File: config.mk
export PLATFORM = sky130hd
export DESIGN_NAME = periph_init_sequencer
export DESIGN_NICKNAME = d
export VERILOG_FILES = /design/src/rtl/periph_init_sequencer.sv
export SDC_FILE = /design/constraint.sdc
export NUM_CORES = 1
export LEC_CHECK = 0
export BUFFER_PORTS_ARGS = -buffer_cell sky130_fd_sc_hd__buf_4
export CAP_MARGIN = 40
export CORE_AREA = 2 2 93 77
export CTS_CLUSTER_SIZE = 16
export DETAILED_ROUTE_END_ITERATION = 10
export DIE_AREA = 0 0 95 79
export PLACE_DENSITY = 0.52
export SKIP_CTS_REPAIR_TIMING = 1
export SLEW_MARGIN = 20
export SYNTH_ARGS = -nofsm -noshare
export SYNTH_HDL_FRONTEND = slang
export SYNTH_SLANG_ARGS = --single-unit
export TNS_END_PERCENT = 100
File: constraint.sdc
create_clock -name clk_i -period 2.2 [get_ports clk_i]
set_input_delay 0.11 -clock clk_i [delete_from_list [all_inputs] [get_ports clk_i]]
set_output_delay 0.11 -clock clk_i [all_outputs]
set_load 0.02 [all_outputs]
File: src/rtl/periph_init_sequencer.sv
// AXI4-Lite write-only master that replays a parameter table of register writes
// after reset or on request, with per-write timeout and error capture.
module periph_init_sequencer #(
   parameter int unsigned                  ADDR_W         = 32,
   parameter int unsigned                  DATA_W         = 32,
   parameter int unsigned                  NUM_WRITES     = 4,
   parameter logic [NUM_WRITES*ADDR_W-1:0] INIT_ADDR      = '0,
   parameter logic [NUM_WRITES*DATA_W-1:0] INIT_DATA      = '0,
   parameter int unsigned                  TIMEOUT_CYCLES = 1024,
   parameter bit                           AUTO_START     = 1'b1,
   parameter int unsigned                  IDX_W          = (NUM_WRITES > 1) ? $clog2(NUM_WRITES) : 1
) (
   input  logic                clk_i,
   input  logic                reset_i,
   input  logic                start_i,
   output logic                busy_o,
   output logic                done_o,
   output logic                error_o,
   output logic                err_timeout_o,
   output logic [IDX_W-1:0]    err_index_o,
   output logic [1:0]          err_resp_o,
   output logic [ADDR_W-1:0]   m_awaddr_o,
   output logic [2:0]          m_awprot_o,
   output logic                m_awvalid_o,
   input  logic                m_awready_i,
   output logic [DATA_W-1:0]   m_wdata_o,
   output logic [DATA_W/8-1:0] m_wstrb_o,
   output logic                m_wvalid_o,
   input  logic                m_wready_i,
   input  logic [1:0]          m_bresp_i,
   input  logic                m_bvalid_i,
   output logic                m_bready_o
);

   localparam int unsigned      CNT_W    = (TIMEOUT_CYCLES > 1) ? $clog2(TIMEOUT_CYCLES) : 1;
   localparam logic [IDX_W-1:0] LAST_IDX = IDX_W'(NUM_WRITES - 1);
   localparam logic [CNT_W-1:0] CNT_MAX  = CNT_W'(TIMEOUT_CYCLES - 1);

   typedef enum logic [2:0] {S_IDLE, S_ISSUE, S_WAIT_B, S_DONE, S_ERROR} state_t;

   state_t              state_q, state_n;
   logic [IDX_W-1:0]    idx_q, idx_n;
   logic [CNT_W-1:0]    cnt_q, cnt_n;
   logic                pending_q, pending_n;
   logic                awvalid_q, awvalid_n;
   logic                wvalid_q, wvalid_n;
   logic                bready_q, bready_n;
   logic [ADDR_W-1:0]   awaddr_q, awaddr_n;
   logic [DATA_W-1:0]   wdata_q, wdata_n;
   logic                busy_q, busy_n;
   logic                done_q, done_n;
   logic                error_q, error_n;
   logic                err_timeout_q, err_timeout_n;
   logic [IDX_W-1:0]    err_index_q, err_index_n;
   logic [1:0]          err_resp_q, err_resp_n;

   logic b_hs, expired, aw_fin, w_fin;

   // A channel is finished once its valid has dropped or is being accepted now
   assign b_hs    = bready_q & m_bvalid_i;
   assign expired = (cnt_q == CNT_MAX);
   assign aw_fin  = ~awvalid_q | m_awready_i;
   assign w_fin   = ~wvalid_q | m_wready_i;

   always_ff @(posedge clk_i or posedge reset_i) begin
      if (reset_i) state_q <= S_IDLE;
      else         state_q <= state_n;
   end

   // B handshake wins over an expiry in the same cycle
   always_comb begin
      state_n = state_q;
      case (state_q)
         S_IDLE:   if (pending_q || start_i) state_n = S_ISSUE;
         S_ISSUE: begin
            if (expired)             state_n = S_ERROR;
            else if (aw_fin && w_fin) state_n = S_WAIT_B;
         end
         S_WAIT_B: begin
            if (b_hs) begin
               if (m_bresp_i[1])           state_n = S_ERROR;
               else if (idx_q == LAST_IDX) state_n = S_DONE;
               else                        state_n = S_ISSUE;
            end else if (expired) begin
               state_n = S_ERROR;
            end
         end
         S_DONE, S_ERROR: if (start_i) state_n = S_ISSUE;
         default:  state_n = S_IDLE;
      endcase
   end

   always_comb begin
      idx_n         = idx_q;
      cnt_n         = cnt_q;
      pending_n     = pending_q;
      awvalid_n     = 1'b0;
      wvalid_n      = 1'b0;
      awaddr_n      = awaddr_q;
      wdata_n       = wdata_q;
      err_timeout_n = err_timeout_q;
      err_index_n   = err_index_q;
      err_resp_n    = err_resp_q;

      if (state_q == S_IDLE && state_n == S_ISSUE) pending_n = 1'b0;

      if (state_n == S_ISSUE) begin
         if (state_q == S_ISSUE) begin
            cnt_n     = cnt_q + CNT_W'(1);
            awvalid_n = awvalid_q & ~m_awready_i;
            wvalid_n  = wvalid_q & ~m_wready_i;
         end else begin
            idx_n     = (state_q == S_WAIT_B) ? idx_q + IDX_W'(1) : '0;
            cnt_n     = '0;
            awvalid_n = 1'b1;
            wvalid_n  = 1'b1;
            awaddr_n  = INIT_ADDR[32'(idx_n)*ADDR_W +: ADDR_W];
            wdata_n   = INIT_DATA[32'(idx_n)*DATA_W +: DATA_W];
         end
      end else if (state_n == S_WAIT_B) begin
         cnt_n = cnt_q + CNT_W'(1);
      end

      if (state_n == S_ERROR && state_q != S_ERROR) begin
         err_index_n   = idx_q;
         err_timeout_n = ~b_hs;
         err_resp_n    = b_hs ? m_bresp_i : 2'b00;
      end else if (state_n == S_ISSUE && (state_q == S_DONE || state_q == S_ERROR)) begin
         err_index_n   = '0;
         err_timeout_n = 1'b0;
         err_resp_n    = 2'b00;
      end

      bready_n = (state_n == S_WAIT_B);
      busy_n   = (state_n == S_ISSUE) || (state_n == S_WAIT_B);
      done_n   = (state_n == S_DONE);
      error_n  = (state_n == S_ERROR);
   end

   always_ff @(posedge clk_i or posedge reset_i) begin
      if (reset_i) begin
         idx_q         <= '0;
         cnt_q         <= '0;
         pending_q     <= AUTO_START;
         awvalid_q     <= 1'b0;
         wvalid_q      <= 1'b0;
         bready_q      <= 1'b0;
         awaddr_q      <= '0;
         wdata_q       <= '0;
         busy_q        <= 1'b0;
         done_q        <= 1'b0;
         error_q       <= 1'b0;
         err_timeout_q <= 1'b0;
         err_index_q   <= '0;
         err_resp_q    <= 2'b00;
      end else begin
         idx_q         <= idx_n;
         cnt_q         <= cnt_n;
         pending_q     <= pending_n;
         awvalid_q     <= awvalid_n;
         wvalid_q      <= wvalid_n;
         bready_q      <= bready_n;
         awaddr_q      <= awaddr_n;
         wdata_q       <= wdata_n;
         busy_q        <= busy_n;
         done_q        <= done_n;
         error_q       <= error_n;
         err_timeout_q <= err_timeout_n;
         err_index_q   <= err_index_n;
         err_resp_q    <= err_resp_n;
      end
   end

   assign busy_o        = busy_q;
   assign done_o        = done_q;
   assign error_o       = error_q;
   assign err_timeout_o = err_timeout_q;
   assign err_index_o   = err_index_q;
   assign err_resp_o    = err_resp_q;
   assign m_awaddr_o    = awaddr_q;
   assign m_awprot_o    = 3'b000;
   assign m_awvalid_o   = awvalid_q;
   assign m_wdata_o     = wdata_q;
   assign m_wstrb_o     = '1;
   assign m_wvalid_o    = wvalid_q;
   assign m_bready_o    = bready_q;

endmodule

==> results by group <==
STA
  • Tcrit/Tclk final: 90.5%
  • Achievable Freq: about 500 MHz
  • Setup repair after global routing missed its margin: false
  • Final Skew: around 0.002 ns
  • Final setup viols: 0
  • Slew Viols, Final: 0
  • Hold Fails Final Rpt: 0
  • Final TNS setup: 0 ns
  • Min Tclk post-route: a little under 2 ns

GRT
  • Initial antenna violation count: 0
  • Vias in the first global route: ~1000
  • Overflow after GRT: 0
  • Routing usage on met1: between 10% and 20%
  • First-pass GRT wire length: around 5.2 mm
  • GRT Util Overall: under 10%
  • Met3 Usage GRT: 2.85%
  • Met2 Track Usage GR: between 10% and 20%
  • Largest net degree at the start of global routing: 28
  • GR peak layer: met1

Yosys
  • Avg Inst Size Synth: between 9 and 10 sq um
  • Post-synthesis register bit count: 27
  • Most frequent cells after synthesis: buf_4, dfrtp_1, a21oi_1, nand2_1
  • Number of flops mapped to enable cells by yosys: 0
  • Synth top area cells: dfrtp_1, buf_4, a21oi_1
  • Sequential cell area fraction in the yosys report: a little over a third
  • Main flop type after synthesis: dfrtp_1
  • Post-Syn Instances: ~210
  • Post-synth ARST share: 100%
  • Synthesized area: just under 2000 sq um
  • Synth top area share: between 30% and 40%
  • Dominant cell type by area after synthesis: dfrtp_1
  • Synth warn: 0
  • Distinct cells, synth: between 40 and 50
  • Count leader, synth: buf_4

Worst setup path
  • R2r setup slk: 0.21 ns
  • Buf/Inv on CP: 0
  • Critical path class: flop to flop
  • Critical Path Max Stage Delay: 0.38 ns
  • Maximum fanout along the worst path: 6
  • CP max-delay cell: dfrtp_1
  • Reg-to-reg startpoint: cnt_q[0]$_DFFE_PP0P_
  • CP delay by family, top: compound AO/OA/AOI/OAI gates
  • Worst r2r dst: err_resp_o[1]$_DFFE_PP0P_
  • Reg2reg path depth: 7
  • Crit-path cells: ha_1 -> nand3_1 -> o31ai_2 -> nor2_1 -> nor2_4 -> a31oi_2 -> a32o_1
  • CP Data Arrival Time: between 2 and 2.5 ns
  • Critical Path Sink Type: flop
  • Critical Path RT: approximately 2.4 ns
  • Element type at the critical path start: flop

Min path
  • Hold Path Cell Cnt: 2
  • HP Class: input pin to flop
  • WHS Endpoint: err_resp_o[0]$_DFFE_PP0P_
  • Hold Crit Start: m_bresp_i[0]

Clocking
  • H-tree levels: 1
  • CTS max path bufs: 2
  • CTS clk-pin slew, worst paths: 0.09 ns
  • CTS tree: yes
  • Total CTS buffers: 3
  • Clk sinks: 27
  • Clock Latency Late Sink: approximately 0.27 ns
  • CTS root buf: clkbuf_8

Pwr
  • PwrDens: about 1100 nW/um^2
  • Max IR drop VDD: 617 uV
  • Pleak: about 1.0 nW
  • Final Power: roughly 2.2 mW

Layout
  • Layout Area Growth over Synthesis: 1.42%
  • Multi-input gate area: between 900 and 1000 sq um
  • Fin util: between 20% and 30%
  • Finished Layout Cells: about 320
  • N_diodes: 0
  • Fillers: slightly above 700
  • Post-layout net count: 240
  • Layout cells sized above 1: 17.5%
  • Register Area: around 680 sq um

Die
  • Core area: between 6000 and 7000 sq um
  • Initial Util: ~29%
  • I/O pin cnt: 90
  • Height of the chip: 79 um
  • Die area: ~7500 sq um
  • Die W: between 90 and 100 um
  • Row count: 27

Route
  • DR pass1 iterations: 4
  • Via Count: between 1000 and 1500
  • Routed len/inst: approximately 10 um
  • Routed WL: 3.21 mm
  • Routed Antenna Nets: 0
  • DRC: 0
  • DRT iter0 DRCs: between 50 and 60
  • Vias per inst: just under 4

Status
  • Status: finished, final reports clean

Place
  • GP Congestion: around 0.78
  • PortBufs: 18
  • Placed cell count: roughly 310
  • DP Wirelength: about 2.4 mm

Flow run
  • Max-Cap Viols: 0
==> metrics by stage <==
| step | hold slack, ns | instance area [sq um] | worst slack [ns] |
|---|---|---|---|
| global placement | 0.210 | 1910 | 0.241 |
| detailed placement | 0.209 | 1910 | 0.227 |
| CTS | -0.0880 | 1950 | 0.203 |
| finish | 0.0827 | 1960 | 0.210 |
| global route | 0.0865 | 1960 | 0.0123 |
| floorplan | 0.162 | 2190 | 0.351 |
==> cell families (layout without fill, tap and decap cells) <==
kind of cell	Yosys count	after routing	synth area share (%)
adder cells (fa/ha/maj)	2	2	1.29
flip-flops	27	27	35.0
other	2	71	0.388
XOR/XNOR	1	1	0.841
AND/OR/NAND/NOR	49	49	15.6
AO/OA/AOI/OAI	45	45	16.4
buffers and inverters	83	34	30.5
==> layer usage <==
layer | routed length, um | part of all wire, %
met5 | 0 | 0
met1 | 1580 | 49
met2 | 1430 | 45
met4 | 21 | 0.65
met3 | 178 | 5.5
==> state kept, by name (all words and copies together) (netlist names), 2 cells and up <==
name and flops:
idx_q 2, state_q 3, err_index_o 2, cnt_q 10, err_resp_o 2
==> worst register-to-register path: stages, from the launching register on <==
cell     delay (ns)
dfrtp_1        0.38
ha_1           0.21
nand3_1        0.21
o31ai_2        0.33
nor2_1         0.12
nor2_4         0.23
a31oi_2        0.18
a32o_1         0.23
==> power by group <==
part           leakage [nW]  total [mW]  switching (mW)  internal, mW
logic                 0.617        1.14           0.732         0.406
registers             0.357       0.749           0.120         0.628
clock network        0.0228       0.286           0.156         0.130
==> worst max-delay path by stage <==
stage                              start                        end  cells past startpoint
finish              cnt_q[0]$_DFFE_PP0P_  err_resp_o[1]$_DFFE_PP0P_                      7
CTS                 cnt_q[0]$_DFFE_PP0P_  err_resp_o[1]$_DFFE_PP0P_                      7
global route        state_q[1]$_DFF_PP0_       cnt_q[4]$_DFFE_PP0P_                      7
global placement    cnt_q[0]$_DFFE_PP0P_       cnt_q[7]$_DFFE_PP0P_                      7
detailed placement  cnt_q[0]$_DFFE_PP0P_  err_resp_o[1]$_DFFE_PP0P_                      7
floorplan           cnt_q[0]$_DFFE_PP0P_       cnt_q[4]$_DFFE_PP0P_                      7
==> cell type report <==
cell class,instances,area share (%)
clock buffer,4,2.30
inverter,6,1.15
multi-input combinational,168,47.2
sequential,27,34.5
tap,87,5.55
timing repair buffer,24,9.31
==> placed cells by master, fill, tap and decap left out, types with 2 or more instances in the layout <==
| cell type | netlist | final |
|---|---|---|
| ha_1 | 2 | 2 |
| a22o_1 | 3 | 3 |
| nor3b_2 | 2 | 2 |
| a41oi_1 | 2 | 2 |
| a22oi_1 | 2 | 2 |
| o21ai_0 | 7 | 7 |
| and3_1 | 4 | 4 |
| buf_4 | 73 | 23 |
| conb_1 | 2 | 71 |
| a31o_2 | 3 | 3 |
| nor3_1 | 2 | 2 |
| o21ai_1 | 3 | 3 |
| and2_1 | 2 | 2 |
| nor2_1 | 7 | 7 |
| clkbuf_8 | 0 | 3 |
| a311oi_1 | 2 | 2 |
| a32o_1 | 3 | 3 |
| nand2_1 | 12 | 12 |
| nand2b_1 | 5 | 5 |
| a21oi_1 | 12 | 12 |
| nor2b_1 | 5 | 5 |
| dfrtp_1 | 26 | 26 |
| inv_1 | 6 | 6 |
Power figures use the tool's default switching activity.
